`src/rtl/td4_program_memory.sv`:
```
// Program memory for the 4-bit CPU: asynchronous fetch read, streamed program load, zero-fill,
// and CPU reset hold until a complete image is present. All outputs except D are registered.
module td4_program_memory #(
  parameter int addrWidth = 4,
  parameter int dataWidth = 8
) (
  input  logic                 CLK,
  input  logic                 CLR,
  input  logic [addrWidth-1:0] A,
  output logic [dataWidth-1:0] D,
  input  logic                 LOAD_START,
  input  logic [dataWidth-1:0] LOAD_DATA,
  input  logic                 LOAD_VALID,
  output logic                 LOAD_READY,
  input  logic                 LOAD_END,
  output logic                 CPU_CLR,
  output logic                 BUSY,
  output logic [addrWidth:0]   WORD_COUNT
);

  localparam int Depth = 1 << addrWidth;
  localparam logic [addrWidth-1:0] LastAddr = addrWidth'(Depth - 1);
  localparam logic [addrWidth:0] FullCount = (addrWidth + 1)'(Depth);

  typedef enum logic [2:0] {EMPTY, LOAD, FILL, RELEASE, RUN} state_t;

  state_t                 state, state_nxt;
  logic [dataWidth-1:0]   mem [Depth];
  logic [addrWidth-1:0]   wptr, wptr_nxt;
  logic [addrWidth:0]     count_nxt;
  logic                   we;
  logic [dataWidth-1:0]   wdata;

  assign D = mem[A];

  always_comb begin
    state_nxt = state;
    wptr_nxt  = wptr;
    count_nxt = WORD_COUNT;
    we        = 1'b0;
    wdata     = '0;
    case (state)
      EMPTY, RUN: begin
        if (LOAD_START) begin
          state_nxt = LOAD;
          wptr_nxt  = '0;
          count_nxt = '0;
        end
      end
      LOAD: begin
        // A restart wins over a byte offered in the same cycle; that byte is dropped.
        if (LOAD_START) begin
          wptr_nxt  = '0;
          count_nxt = '0;
        end else if (LOAD_VALID && LOAD_READY) begin
          we    = 1'b1;
          wdata = LOAD_DATA;
          if (WORD_COUNT != FullCount) count_nxt = WORD_COUNT + 1'b1;
          if (wptr == LastAddr) begin
            state_nxt = RELEASE;
          end else begin
            wptr_nxt = wptr + 1'b1;
            if (LOAD_END) state_nxt = FILL;
          end
        end
      end
      FILL: begin
        we = 1'b1;
        if (wptr == LastAddr) state_nxt = RELEASE;
        else wptr_nxt = wptr + 1'b1;
      end
      RELEASE: state_nxt = RUN;
      default: state_nxt = EMPTY;
    endcase
  end

  // Outputs are decoded from the next state so they change on the same edge as the state.
  always_ff @(posedge CLK) begin
    if (!CLR) begin
      state      <= EMPTY;
      wptr       <= '0;
      WORD_COUNT <= '0;
      LOAD_READY <= 1'b0;
      CPU_CLR    <= 1'b0;
      BUSY       <= 1'b0;
    end else begin
      state      <= state_nxt;
      wptr       <= wptr_nxt;
      WORD_COUNT <= count_nxt;
      LOAD_READY <= (state_nxt == LOAD);
      CPU_CLR    <= (state_nxt == RUN);
      BUSY       <= (state_nxt == LOAD) || (state_nxt == FILL) || (state_nxt == RELEASE);
    end
  end

  // Contents survive CLR; a reset only stops further writes.
  always_ff @(posedge CLK) begin
    if (CLR && we) mem[wptr] <= wdata;
  end

endmodule
```
`config.mk`:
```
export PLATFORM = sky130hd
export DESIGN_NAME = td4_program_memory
export DESIGN_NICKNAME = d
export VERILOG_FILES = /design/src/rtl/td4_program_memory.sv
export SDC_FILE = /design/constraint.sdc
export NUM_CORES = 1
export LEC_CHECK = 0
export ABC_AREA = 1
export CAP_MARGIN = 25
export CORE_UTILIZATION = 60
export DETAILED_ROUTE_END_ITERATION = 16
export PLACE_DENSITY = 0.8
export REMOVE_ABC_BUFFERS = 1
export SYNTH_ARGS = -nofsm -noshare
export SYNTH_HDL_FRONTEND = slang
export SYNTH_SLANG_ARGS = --single-unit
export TNS_END_PERCENT = 20
```
`constraint.sdc`:
```
create_clock -name CLK -period 2.35 [get_ports CLK]
set_input_delay 0.235 -clock CLK [delete_from_list [all_inputs] [get_ports CLK]]
set_output_delay 0.235 -clock CLK [all_outputs]
set_load 0.01 [all_outputs]
```
==> results of run 1 <==
synth_stat cells, drive strengths merged:
cell type	n
nand3	68
ha	6
clkinv	1
nand2	79
nand4	5
and2	1
o21ai	33
or2	1
dfxtp	15
buf	13
inv	97
a21oi	43
nor2	45
edfxtp	128
a31oi	1
o211ai	32
clkbuf	14
per-layer routing:
metal | wire [µm] | vias up
met5 | 0 | -
met4 | 437 | 0
met3 | 1023 | 38
met2 | 6959 | 216
met1 | 5705 | 2083
li1 | - | 2108
cells by family (layout without fill, tap and decap cells):
kind of cell / Yosys count / in the layout / share of synthesized area
simple gates: 199 / 199 / 0.1401
fa+ha+maj: 6 / 6 / 0.01208
buf+inv: 125 / 192 / 0.07832
compound gates: 109 / 109 / 0.1027
flops: 143 / 143 / 0.6668
where the power goes:
group / internal, mW / leakage (nW) / total (mW) / switching [mW]
Combinational: 0.139 / 1.35 / 0.362 / 0.222
Sequential: 2.75 / 1.31 / 2.76 / 0.0121
Clock: 1.41 / 0.257 / 2.50 / 1.09
worst max-delay path by stage:
stage / depth (start not counted) / from / to / slack [ns]
after global placement: 6 / A[2] / D[7] / 0.27
after detailed placement: 6 / A[2] / D[7] / 0.21
final: 7 / mem[1][1] / D[1] / 0.08
after global routing: 7 / mem[13][6] / D[6] / 0.003
after floorplan: 7 / state[1] / mem[4][0] / 0.56
after CTS: 7 / mem[1][1] / D[1] / 0.004
state kept, by name (all words and copies together) (netlist names):
name / count
CPU_CLR: 1
WORD_COUNT: 5
LOAD_READY: 1
BUSY: 1
state: 3
mem: 128
wptr: 4
area by class of cell:
class	instances	area (µm²)
Sequential cell	143	4144
Fill cell	658	2516
Multi-Input combinational cell	314	1589
Timing Repair Buffer	62	575.6
Clock buffer	17	414.1
Inverter	98	367.9
Tap cell	133	166.4
Clock inverter	15	136.4
critical path: cells and delay by family (launching register included):
kind	cells	cell delay [ns]
compound gates	2	0.29
buf+inv	2	0.57
flops	1	0.32
simple gates	3	0.33
metrics by stage:
step,total power [mW],area [µm²]
after floorplan,2.972,6096
after global placement,3.153,6838
after detailed placement,3.163,6838
after CTS,5.635,7388
after global routing,5.772,7393
final,5.623,7393
==> reports/metrics.csv, run 1 <==
metric,value,unit
Synth Warn #,0,
DR vias/cell,5.684,
hold depth,3,
Die H,103.8,µm
Total GRT Usage,0.2796,
CP cell instances,"inv_1, a21oi_1, o21ai_1, nand3_1, nand3_1, nand2_1, clkdlybuf4s50_1",
Unique masters post-synth,23,
Crit path top cell by count,nand3_1,
CP max FO,1,
final net count,659,
Hold Crit Start,CLR,
synthesized area,6215,µm²
PnR worst setup slack,0.07681,ns
core box area,9910,µm²
"most common cell after layout, fill and taps aside",edfxtp_1,
DR vias,4445,
Initial DRC Count,396,
top cell type's share of synthesized area,0.6185,
Sink Count,143,
Worst setup SP type,flop,
worst r2r dst,mem[1][2],
cell taking the most area after synthesis,edfxtp_1,
met1 usage,0.3551,
WL per Instance,18.06,µm
Clock transition at path regs,0.06,ns
CP required,2.12,ns
Tmin final,2.273,ns
Setup Buffers After CTS,0,
cts hold-fix bufs,0,
vias in the first global route,4371,
clock tree from TritonCTS,done,
Residual DRC,0,
Slew HR,0.5943,
dpl cells,750,
post-CTS sizing,0,
GRT met3 Usage,0.06734,
HPWL Detailed,9.004,mm
remaining global-route overflow,0,
total negative slack,0,ns
Worst Reg-to-Reg Cells,8,
syn_area_per_cell,10.68,µm²
Worst Max-Slew Pin Slew,0.6063,ns
GPL Wtd Cong,0.8500,
Initial Util,0.6271,
io pins,33,
Finished Core Util,0.7461,
H-tree Lvls,4,
Clock Latency Late Sink,0.54,ns
Worst Hold Class,in -> reg,
largest net degree at the start of global routing,73,
hold_ws,0.3695,ns
fmax,439.9,MHz
CP endpoint kind,output port,
synth-to-layout area growth,18.97,%
sequential share of the synthesized area,0.6668,
Fin. Hold Viols,0,
Final Skew,0.005934,ns
global-route wire length before repair,22.32,mm
total detailed-routing wirelength,14.13,mm
hold endpoint,WORD_COUNT[0],
peak supply drop,0.6096,mV
Clock Path Buffers,2,
Yosys reg bits,143,
die area,10770,µm²
worst reg2reg path startpoint,state[1],
GR peak layer,met2,
Pwr per Cell Area,760.5,nW/µm²
layout cells sized above 1,0.1079,
DRT Pass-1 Iters,6,
highest-count cells in the layout ignoring fill and taps,"128 x edfxtp_1, 96 x inv_1, 79 x nand2_1",
outcome,completed,
Setup CP Type,reg -> out,
Critical Path Max Stage Delay,0.53,ns
IO buf count,32,
ANT nets after route,0,
r2r setup slk,0.45,ns
grt met2 use,0.4607,
LEAKAGE,2.917,nW
std cell rows,36,
Critical-path top delay cell,clkdlybuf4s50_1,
largest cells by area after synthesis,"edfxtp_1 62%, inv_1 5.8%, nand3_1 5.4%",
initial antenna violation count,0,
Syn Inst Count,582,
Critical Path AT,2.04,ns
final worst path period share,0.9673,
RSZ-0062 raised after global routing,false,
Final Setup Violations,0,
max-cap violation count,0,
Post-Place Worst Slack,0.2105,ns
fin. max-slew vios,0,
Non-Filler Instances,782,
CTS Buf Count,17,
root buf cell,clkbuf_8,
Die X,103.8,µm
n_diodes,0,
Power figures use the tool's default switching activity.
==> run 2, diff against run 1 <==
--- a/config.mk
+++ b/config.mk
@@ -7,6 +7,7 @@
 export LEC_CHECK = 0
 export ABC_AREA = 1
 export CAP_MARGIN = 25
+export CORE_ASPECT_RATIO = 0.8
 export CORE_UTILIZATION = 60
 export DETAILED_ROUTE_END_ITERATION = 16
 export PLACE_DENSITY = 0.8
==> reports/metrics.csv, run 2 (synthesis gave the netlist of run 1 again) <==
metric,value,unit,change
Die X,115.8,µm,+12%
hold endpoint,WORD_COUNT[0],,
Largest Register,mem,,
net switching power figure,1.288,mW,-2.7%
Slew HR,0.2703,,-0.3240
largest net degree at the start of global routing,65,,-11%
ANT nets after route,0,,unchanged
Total GRT Usage,0.2769,,-0.002703
Initial DRC Count,612,,+55%
peak supply drop,0.4517,mV,-26%
Initial Util,0.6310,,+0.003824
Clock Path Buffers,2,,unchanged
"most common cell after layout, fill and taps aside",edfxtp_1,,
CTS Buf Count,17,,unchanged
Clock transition at path regs,0.06,ns,about the same
Fin. Hold Viols,0,,unchanged
highest-count cells in the layout ignoring fill and taps,"128 x edfxtp_1, 95 x inv_1, 79 x nand2_1",,
WL per Instance,17.46,µm,-3.3%
Critical Path Source,mem[9][6],,
Int Pwr,4.607,mW,+7.1%
total detailed-routing wirelength,13.69,mm,-3.1%
HPWL Detailed,8.527,mm,-5.3%
Worst Reg-to-Reg Cells,5,,-3
CP required,2.12,ns,about the same
clock group share of total power,0.471,,+0.026
Setup CP Type,reg -> out,,
Combinational Power Share,0.061,,-0.003
r2r setup slk,0.31,ns,-0.14 ns
clock tree from TritonCTS,done,,
Hold Crit Start,CLR,,
global-route wire length before repair,21.38,mm,-4.2%
GPL Wtd Cong,0.8318,,-2.1%
Tmin final,2.178,ns,-0.09529 ns
outcome,completed,,
IO buf count,32,,unchanged
DR vias,4388,,-1.3%
max reg flops,128,,unchanged
core box area,9849,µm²,-0.61%
std cell rows,32,,-11%
top flop regs,"mem: 128 flops, WORD_COUNT: 5 flops, wptr: 4 flops",,
DR vias/cell,5.597,,-1.5%
worst reg2reg path startpoint,state[1],,
Sink Count,143,,unchanged
hold depth,3,,unchanged
LEAKAGE,2.952,nW,+1.2%
final net count,658,,-0.15%
Critical Path AT,1.94,ns,-0.10 ns
n_diodes,0,,unchanged
remaining global-route overflow,0,,unchanged
max-cap violation count,0,,unchanged
CP max FO,1,,unchanged
H-tree Lvls,4,,unchanged
total negative slack,0,ns,unchanged
fmax,459.2,MHz,+4.4%
RSZ-0062 raised after global routing,false,,
die area,10770,µm²,about the same
switching part of the total,0.2185,,-0.01681
Worst setup SP type,flop,,
io pins,33,,unchanged
Finished Core Util,0.7588,,+0.01268
fin. max-slew vios,0,,unchanged
vias in the first global route,4120,,-5.7%
layout cells sized above 1,0.1080,,+0.0001664
Pwr per Cell Area,788.8,nW/µm²,+3.7%
root buf cell,clkbuf_16,,
worst r2r dst,mem[8][7],,
sequential share of power,0.468,,-0.023
Final Setup Violations,0,,unchanged
Die H,93.03,µm,-10%
Worst Max-Slew Pin Slew,1.091,ns,+0.4842 ns
final worst path period share,0.9268,,-0.04055
Worst Hold Class,in -> reg,,
Final Skew,0.008289,ns,+0.002355 ns
initial antenna violation count,0,,unchanged
DRT Pass-1 Iters,5,,-1
synth-to-layout area growth,20.25,%,
Clock Latency Late Sink,0.42,ns,-0.12 ns
Residual DRC,0,,unchanged
CP endpoint kind,output port,,
==> run 2: changes by cell type in the layout (fill, tap and decap cells not counted), moves of 2 or more <==
cell        before  now
clkinv_4         1    6
o21ai_0         30   33
buf_4           28   26
inv_6            4    2
o21ai_1          3    0
clkinvlp_4       5    2
bufinv_16        1    3
==> run 2: critical path: stages, from the launching register on <==
cell	delay, ns
edfxtp_1	0.32
inv_1	0.05
a21oi_1	0.16
o21ai_0	0.16
nand3_1	0.12
nand3_1	0.10
nand2_1	0.08
clkdlybuf4s50_1	0.54
==> run 2: cell type report <==
type | instances | area (µm²)
Tap cell | 136 | 170.2
Sequential cell | 143 | 4144
Clock buffer | 18 | 439.2
Inverter | 98 | 371.6
Timing Repair Buffer | 61 | 580.6
Clock inverter | 14 | 183.9
Fill cell | 642 | 2376
Multi-Input combinational cell | 314 | 1584
==> run 2: what timing repair did <==
action	in CTS	in global routing
hold buffers	0	0
setup buffers	0	2
gates resized for setup	0	1
setup endpoints to repair	0	2
==> run 2: worst max-delay path by stage <==
| stage | to | slack, ns | cells after the start |
|---|---|---|---|
| after floorplan | mem[4][0] | 0.56 | 7 |
| after global placement | D[1] | 0.14 | 6 |
| after detailed placement | mem[6][3] | 0.03 | 7 |
| after CTS | D[5] | 0.04 | 6 |
| after global routing | D[1] | 0.08 | 7 |
| final | D[6] | 0.17 | 7 |
==> run 2: per-layer routing <==
metal  vias up  track usage  part of all wire
li1       2109            -                 -
met1      2034       0.3754              0.41
met2       213       0.4390              0.48
met3        32      0.05703             0.089
met4         0       0.1154             0.021
met5         -            0                 0
==> run 2: power groups by stage <==
stage / combinational (mW) / clock [mW] / sequential (mW)
finish: 0.361 / 2.78 / 2.76
detailed placement: 0.346 / 0 / 2.81
global route: 0.394 / 2.90 / 2.76
floorplan: 0.162 / 0 / 2.81
global placement: 0.336 / 0 / 2.81
CTS: 0.352 / 2.81 / 2.76
==> run 2: per-stage QoR <==
step | setup slack [ns] | instance area (µm²) | cells | total power [mW] | hold WS, ns
after floorplan | 0.5553 | 6096 | 555 | 2.972 | 0.3556
after global placement | 0.1425 | 6812 | 749 | 3.146 | 0.4936
after detailed placement | 0.02943 | 6812 | 749 | 3.157 | 0.4936
after CTS | 0.04376 | 7435 | 781 | 5.916 | 0.4107
after global routing | 0.07513 | 7473 | 784 | 6.053 | 0.4458
final | 0.1721 | 7473 | 784 | 5.895 | 0.4271
